<file path="src/rtl/piso_tx_sched.sv">
// piso_tx_sched: word scheduler in front of the 10-bit PISO serializer.
// Every WORD_W+1 cycles one decision cycle picks ALIGN, DATA, CTRL or IDLE.
// The chosen word is presented on par_out with a one-cycle load_en strobe.
module piso_tx_sched #(
   parameter int                WORD_W       = 10,
   parameter logic [WORD_W-1:0] IDLE_WORD    = 10'h17C,
   parameter logic [WORD_W-1:0] ALIGN_WORD   = 10'h283,
   parameter int                ALIGN_PERIOD = 256,
   parameter int                CTRL_MAX_RUN = 4
) (
   input  logic              clk,
   input  logic              rst,
   input  logic [WORD_W-1:0] data_in,
   input  logic              data_valid,
   output logic              data_ready,
   input  logic [WORD_W-1:0] ctrl_in,
   input  logic              ctrl_valid,
   output logic              ctrl_ready,
   output logic [WORD_W-1:0] par_out,
   output logic              load_en,
   output logic [1:0]        word_sel
);

   localparam int CW = $clog2(WORD_W + 1);
   localparam int AW = (ALIGN_PERIOD > 2) ? $clog2(ALIGN_PERIOD) : 1;
   localparam int RW = (CTRL_MAX_RUN > 1) ? $clog2(CTRL_MAX_RUN + 1) : 1;

   localparam logic [CW-1:0] CNT_LAST   = CW'(WORD_W);
   // With forcing disabled the counter is pinned at 0 and never matches.
   localparam logic [AW-1:0] ALIGN_LAST = AW'((ALIGN_PERIOD > 0) ? ALIGN_PERIOD - 1 : 0);
   localparam logic [RW-1:0] RUN_MAX    = RW'(CTRL_MAX_RUN);
   localparam logic          ALIGN_ON   = (ALIGN_PERIOD != 0);

   typedef enum logic [1:0] {
      SEL_IDLE  = 2'b00,
      SEL_DATA  = 2'b01,
      SEL_CTRL  = 2'b10,
      SEL_ALIGN = 2'b11
   } sel_t;

   logic [CW-1:0]     slot_cnt;
   logic [AW-1:0]     align_cnt;
   logic [RW-1:0]     ctrl_run;
   logic              decision;
   logic              align_due;
   sel_t              sel;
   logic [WORD_W-1:0] word_nxt;

   assign decision  = !rst && (slot_cnt == CNT_LAST);
   assign align_due = ALIGN_ON && (align_cnt == ALIGN_LAST);

   // Source priority for the current slot; only meaningful in the decision cycle.
   always_comb begin
      sel      = SEL_IDLE;
      word_nxt = IDLE_WORD;
      if (align_due) begin
         sel      = SEL_ALIGN;
         word_nxt = ALIGN_WORD;
      end else if (data_valid && (ctrl_run == RUN_MAX)) begin
         sel      = SEL_DATA;
         word_nxt = data_in;
      end else if (ctrl_valid) begin
         sel      = SEL_CTRL;
         word_nxt = ctrl_in;
      end else if (data_valid) begin
         sel      = SEL_DATA;
         word_nxt = data_in;
      end
   end

   // Readies are combinational so a source word is taken in the same cycle it is chosen.
   assign data_ready = decision && (sel == SEL_DATA);
   assign ctrl_ready = decision && (sel == SEL_CTRL);

   // Slot counter and load strobe; reset parks the counter on the decision value.
   always_ff @(posedge clk) begin
      if (rst) begin
         slot_cnt <= CNT_LAST;
         load_en  <= 1'b0;
      end else begin
         slot_cnt <= (slot_cnt == CNT_LAST) ? '0 : slot_cnt + CW'(1);
         load_en  <= decision;
      end
   end

   // Output word register; holds its value between loads.
   always_ff @(posedge clk) begin
      if (rst) begin
         par_out  <= '0;
         word_sel <= 2'b00;
      end else if (decision) begin
         par_out  <= word_nxt;
         word_sel <= sel;
      end
   end

   // Alignment spacing and control-burst bookkeeping, advanced once per slot.
   always_ff @(posedge clk) begin
      if (rst) begin
         align_cnt <= '0;
         ctrl_run  <= '0;
      end else if (decision) begin
         if ((sel == SEL_ALIGN) || (sel == SEL_IDLE)) begin
            align_cnt <= '0;
         end else if (align_cnt != ALIGN_LAST) begin
            align_cnt <= align_cnt + AW'(1);
         end
         if (sel == SEL_CTRL) begin
            if (ctrl_run != RUN_MAX) begin
               ctrl_run <= ctrl_run + RW'(1);
            end
         end else begin
            ctrl_run <= '0;
         end
      end
   end

endmodule

</file>
<file path="config.mk">
export PLATFORM = sky130hd
export DESIGN_NAME = piso_tx_sched
export DESIGN_NICKNAME = d
export VERILOG_FILES = /design/src/rtl/piso_tx_sched.sv
export SDC_FILE = /design/constraint.sdc
export NUM_CORES = 1
export LEC_CHECK = 0
export ABC_AREA = 1
export CAP_MARGIN = 20
export CORE_UTILIZATION = 50
export DETAILED_ROUTE_END_ITERATION = 7
export PLACE_DENSITY = 0.84
export SLEW_MARGIN = 30
export SYNTH_ARGS = -nofsm -noshare
export SYNTH_HDL_FRONTEND = slang
export SYNTH_SLANG_ARGS = --single-unit
</file>
<file path="constraint.sdc">
create_clock -name clk -period 5.5 [get_ports clk]
set_input_delay 1.65 -clock clk [delete_from_list [all_inputs] [get_ports clk]]
set_output_delay 1.65 -clock clk [all_outputs]
set_load 0.03 [all_outputs]
</file>
== Word-level counts from Yosys, hierarchy flattened ==
Cells that the tools add are included.

* Flip-flop bits (word level): 28
* Latch bits: 0
* Memory bits (writable): 0
* Memory bits (read-only): 0
* Input port bits: 24
* Output and inout port bits: 15
* Word-level logic and storage cells: 43
* Memories kept: 0

* $add $sub $neg: 3
* $mul: 0
* Divide/modulo/power cells: 0
* Magnitude comparators: 0
* Eq/ne operators: 9
* Shifts and indexed selects: 0
* Muxes and demuxes: 13
* Bitwise logic cells: 0
* Reductions and logical operators: 11

{| class="wikitable"
|+ Operators with widths
! cell !! count
|-
| 2-to-1 mux 10 bit || 4
|-
| 2-to-1 mux 8 bit || 2
|-
| adder 8 x 1 -> 8 bit (second input constant) || 1
|-
| equality test 8 bit (second input constant) || 1
|-
| != test 8 bit (second input constant) || 1
|-
| 2-to-1 mux 2 bit || 3
|-
| 2-to-1 mux 3 bit || 2
|-
| adder 4 x 1 -> 4 bit (second input constant) || 1
|-
| equality test 2 bit (second input constant) || 2
|-
| equality test 4 bit (second input constant) || 1
|-
| logical AND 1 bit || 4
|-
| 2-to-1 mux 4 bit || 1
|-
| AND reduction 2 bit || 2
|-
| adder 3 x 1 -> 3 bit (second input constant) || 1
|-
| equality test 3 bit (second input constant) || 1
|-
| != test 3 bit (second input constant) || 1
|-
| equality test 2 x 1 -> 1 bit (second input constant) || 1
|-
| zero test 2 bit || 1
|-
| != test 2 x 1 -> 1 bit (second input constant) || 1
|-
| nonzero test 2 bit || 1
|-
| OR reduction 2 bit || 1
|-
| zero test 1 bit || 1
|-
| logical OR 1 bit || 1
|-
| 2-to-1 mux 1 bit || 1
|}

== Longest topological paths before layout ==
* Depth in word-level cells: 8
* Depth in mapped cells: 12
* Depth with buffers taken out: 12

== Worst setup path before layout ==
OpenSTA, ideal clock, no wires.

* Kind: input to output
* From: in ctrl_valid
* To: out ctrl_ready
* Arrival time: 2.804 ns
* Required time: 3.850 ns
* Slack: 1.046 ns
* Cell stages on the path: 7
* Path buffers: 0
* Cell sequence: nand2_1 nand2_1 inv_1 nor2_1 ha_1 inv_1 nor2_1

* Word-level cells in the longest chain between the ends: 5

{| class="wikitable"
|+ Ends and longest elaborated chain
! element !! RTL line !! source
|-
| from (decl) || 17 || <nowiki>input logic ctrl_valid,</nowiki>
|-
| 2-to-1 mux 2 bit || 62 || <nowiki>end else if (ctrl_valid) begin</nowiki>
|-
| 2-to-1 mux 2 bit || 59 || <nowiki>end else if (data_valid && (ctrl_run == RUN_MAX)) begin</nowiki>
|-
| 2-to-1 mux 2 bit || 56 || <nowiki>if (align_due) begin</nowiki>
|-
| equality test 2 bit || 73 || <nowiki>assign ctrl_ready = decision && (sel == SEL_CTRL);</nowiki>
|-
| logical AND 1 bit || 73 ||
|-
| to (decl) || 18 || <nowiki>output logic ctrl_ready,</nowiki>
|}

Every way passes these cells.

== Worst setup path after layout ==
* From: in ctrl_valid
* To: out data_ready

* Word-level cells in the longest chain between the ends: 5

{| class="wikitable"
|+ Ends and longest elaborated chain
! element !! RTL line !! source
|-
| 2-to-1 mux 2 bit || 62 ||
|-
| 2-to-1 mux 2 bit || 59 ||
|-
| 2-to-1 mux 2 bit || 56 ||
|-
| via sel[0] || 46 || <nowiki>sel_t sel;</nowiki>
|-
| equality test 2 x 1 -> 1 bit || 72 || <nowiki>assign data_ready = decision && (sel == SEL_DATA);</nowiki>
|-
| logical AND 1 bit || 72 ||
|-
| to (decl) || 15 || <nowiki>output logic data_ready,</nowiki>
|}

The timed path passes the listed nets, and every way through them passes these cells.

==> impl_metrics.ini <==
[critical_path]
cp.arrival_ps = 3620
crit_required_ps = 3850
cp-end-kind = output pin
criticalPathCategory = input port to output pin
r2r_slack_ps = 3260
critPathMaxFanout = 5
worst_setup_path_start_kind = input port

[layout]
syn_to_final_growth_pct = 32.3
fin_nets = 261
drive_above_1_share = 0.0699
diodes = 0
fillers = 206

[timing]
hold_slack_ps = 462
max_slew_margin = 0.725
maxSlewViolCount = 0
worst_slew_pin_slew_ps = 411
clock_skew_ps = 3.90
fin_crit_sh = 0.959
rsz0062_at_grt = no
fmax_ghz = 0.190
finalSetupTns_ps = 0
final-setup-viol-count = 0
fin_crit_ps = 5270
hold_viol = 0

[logic_synthesis]
yosysSeqAreaShare = 0.414
yosysWarnings = 0
synthCells = 187
muxShareOfSynthArea = 0
synth_nets = 217
synth-xor-area-share = 0.0129
syn_area_per_cell_um2 = 7.25
synth_simple_gate_area_frac = 0.317
netlist_area_mm2 = 0.00136
ys_ff_latch = 28
synth-compound-area-share = 0.114
synth_cell_type_count = 22
synth_top_family_by_area = simple AND/OR/NAND/NOR gates
synth_fa_ha_area_frac = 0.0554

[global_route]
grt_pass1_wl_um = 5030
antenna_found_initial = 0
grt_pass1_vias = 1277
grt_max_degree = 15
overflow = 0
track_usage = 0.238

[die]
die_area_mm2 = 0.00292
rows = 18
fp.dieH_um = 54.1
io_pins = 39
core-area_mm2 = 0.00252
start_util = 0.537
fp.dieW_um = 54.1

[detailed_routing]
remaining_drc_errors = 0
post_drt_wl_per_cell_um = 12.4
ant_nets = 0
vias_per_cell = 5.20
totalWireLength_um = 3220
num_vias = 1346
drt_iter0_drc = 21
drt_pass1_iterations = 5

[power_and_ir_drop]
ir_drop_mv = 0.285
power_density_mw_per_mm2 = 328
leakage_nw = 0.828

[min_path]
hp-class = register to register

[cts]
postCtsHoldBufs = 0
ctsHtreeMaxLevel = 1
ctsRootBufferMaster = clkbuf_4
clock_latency_ps = 320
clkSinkCount = 28
clock_path_buffers = 2
cts_buffers = 3
cts_tree = built
clk_pin_slew_ps = 130
postCtsSetupRepairBufs = 0

[place]
io_buffers = 38
dp_hpwl_um = 2560
gp_congestion = 0.840

[status]
outcome = finished, final reports clean

[flow_run]
drv_cap = 0
worst paths after layout:
path / start / to / depth (start not counted)
worst max register to register: ctrl_run[0] / align_cnt[4] / 11
worst max-delay path: ctrl_valid / data_ready / 10
worst min register to register: align_cnt[4] / align_cnt[4] / 2
worst min-delay path: align_cnt[4] / align_cnt[4] / 2
stage by stage:
stage | cells | total power, W | util | area (µm²) | worst slack, ps
floorplan | 187 | 0.000420 | - | 1360 | 1050
global placement | 256 | 0.000502 | 0.701 | 1770 | 252
detailed placement | 256 | 0.000510 | 0.701 | 1770 | 157
CTS | 259 | 0.000591 | 0.710 | 1790 | 156
global route | 259 | 0.000620 | 0.711 | 1790 | 79.0
finish | 259 | 0.000588 | 0.711 | 1790 | 226
placed cells by master, fill, tap and decap left out, types with 2 or more instances in the layout:
| cell | Yosys | routed |
|---|---|---|
| inv_1 | 22 | 22 |
| o22ai_1 | 6 | 6 |
| clkdlybuf4s50_1 | 0 | 37 |
| nand3_1 | 7 | 7 |
| a21oi_1 | 8 | 8 |
| inv_2 | 4 | 4 |
| o21ai_0 | 11 | 11 |
| nand2_1 | 54 | 54 |
| nand2_2 | 2 | 2 |
| clkbuf_4 | 0 | 3 |
| o21ai_1 | 3 | 3 |
| xor2_1 | 2 | 2 |
| ha_1 | 6 | 6 |
| buf_4 | 0 | 2 |
| nand4_1 | 4 | 4 |
| nor2_1 | 22 | 22 |
| dfxtp_1 | 28 | 28 |
logic make-up (layout without fill, tap and decap cells):
family	Yosys count	count (layout)
AND/OR/NAND/NOR	95	95
AO/OA/AOI/OAI	29	29
adder cells (fa/ha/maj)	6	6
flip-flops	28	28
XOR/XNOR	2	2
buffers and inverters	27	69
report_power, final:
group          leakage (nW)  switching (W)  internal [W]   total, W
sequential            0.229      0.0000235      0.000241   0.000264
combinational         0.585       0.000148     0.0000940   0.000242
clock                0.0138      0.0000561     0.0000257  0.0000818
state kept, by name, indices dropped and copies added (netlist names):
| name | count |
|---|---|
| slot_cnt | 4 |
| align_cnt | 8 |
| word_sel | 2 |
| ctrl_run | 3 |
| par_out | 10 |
| load_en | 1 |
cell usage after synthesis, drive strengths merged:
cell type / instances / area, µm²
dfxtp: 28 / 561
nand2: 57 / 226
nand4: 4 / 25.0
o22ai: 6 / 37.5
inv: 26 / 97.6
a21oi: 8 / 40.0
xor2: 2 / 17.5
ha: 6 / 75.1
buf: 1 / 20.0
o21ai: 14 / 70.1
nand3: 8 / 52.6
o31ai: 1 / 7.51
nor2: 25 / 120
nor3: 1 / 5.00
cell type report:
type / instances / area, µm² / area share
Timing Repair Buffer: 40 / 398 / 0.222
Tap cell: 30 / 37.5 / 0.0209
Clock buffer: 3 / 22.5 / 0.0126
Multi-Input combinational cell: 132 / 677 / 0.378
Sequential cell: 28 / 561 / 0.313
Inverter: 26 / 97.6 / 0.0544
routing by layer:
layer / GRT usage / vias to the layer above / share of wire
met3: 0.0452 / 8 / 0.043
met2: 0.447 / 38 / 0.51
met4: 0.107 / 0 / 0.020
li1: - / 681 / -
met1: 0.255 / 619 / 0.43
met5: 0 / - / 0
critical path, cell delays in order:
cell	delay (ps)
clkdlybuf4s50_1	470
nand2_1	80
nand2_1	90
inv_1	100
nor2_1	240
inv_1	90
ha_1	210
inv_1	50
nor2_1	50
clkdlybuf4s50_1	590
what timing repair did:
action	CTS	global route
endpoints found under the setup margin	0	1
endpoints found under the hold margin	0	0
gates resized for setup	0	1
Note: power is estimated with default switching activity, not from simulation.
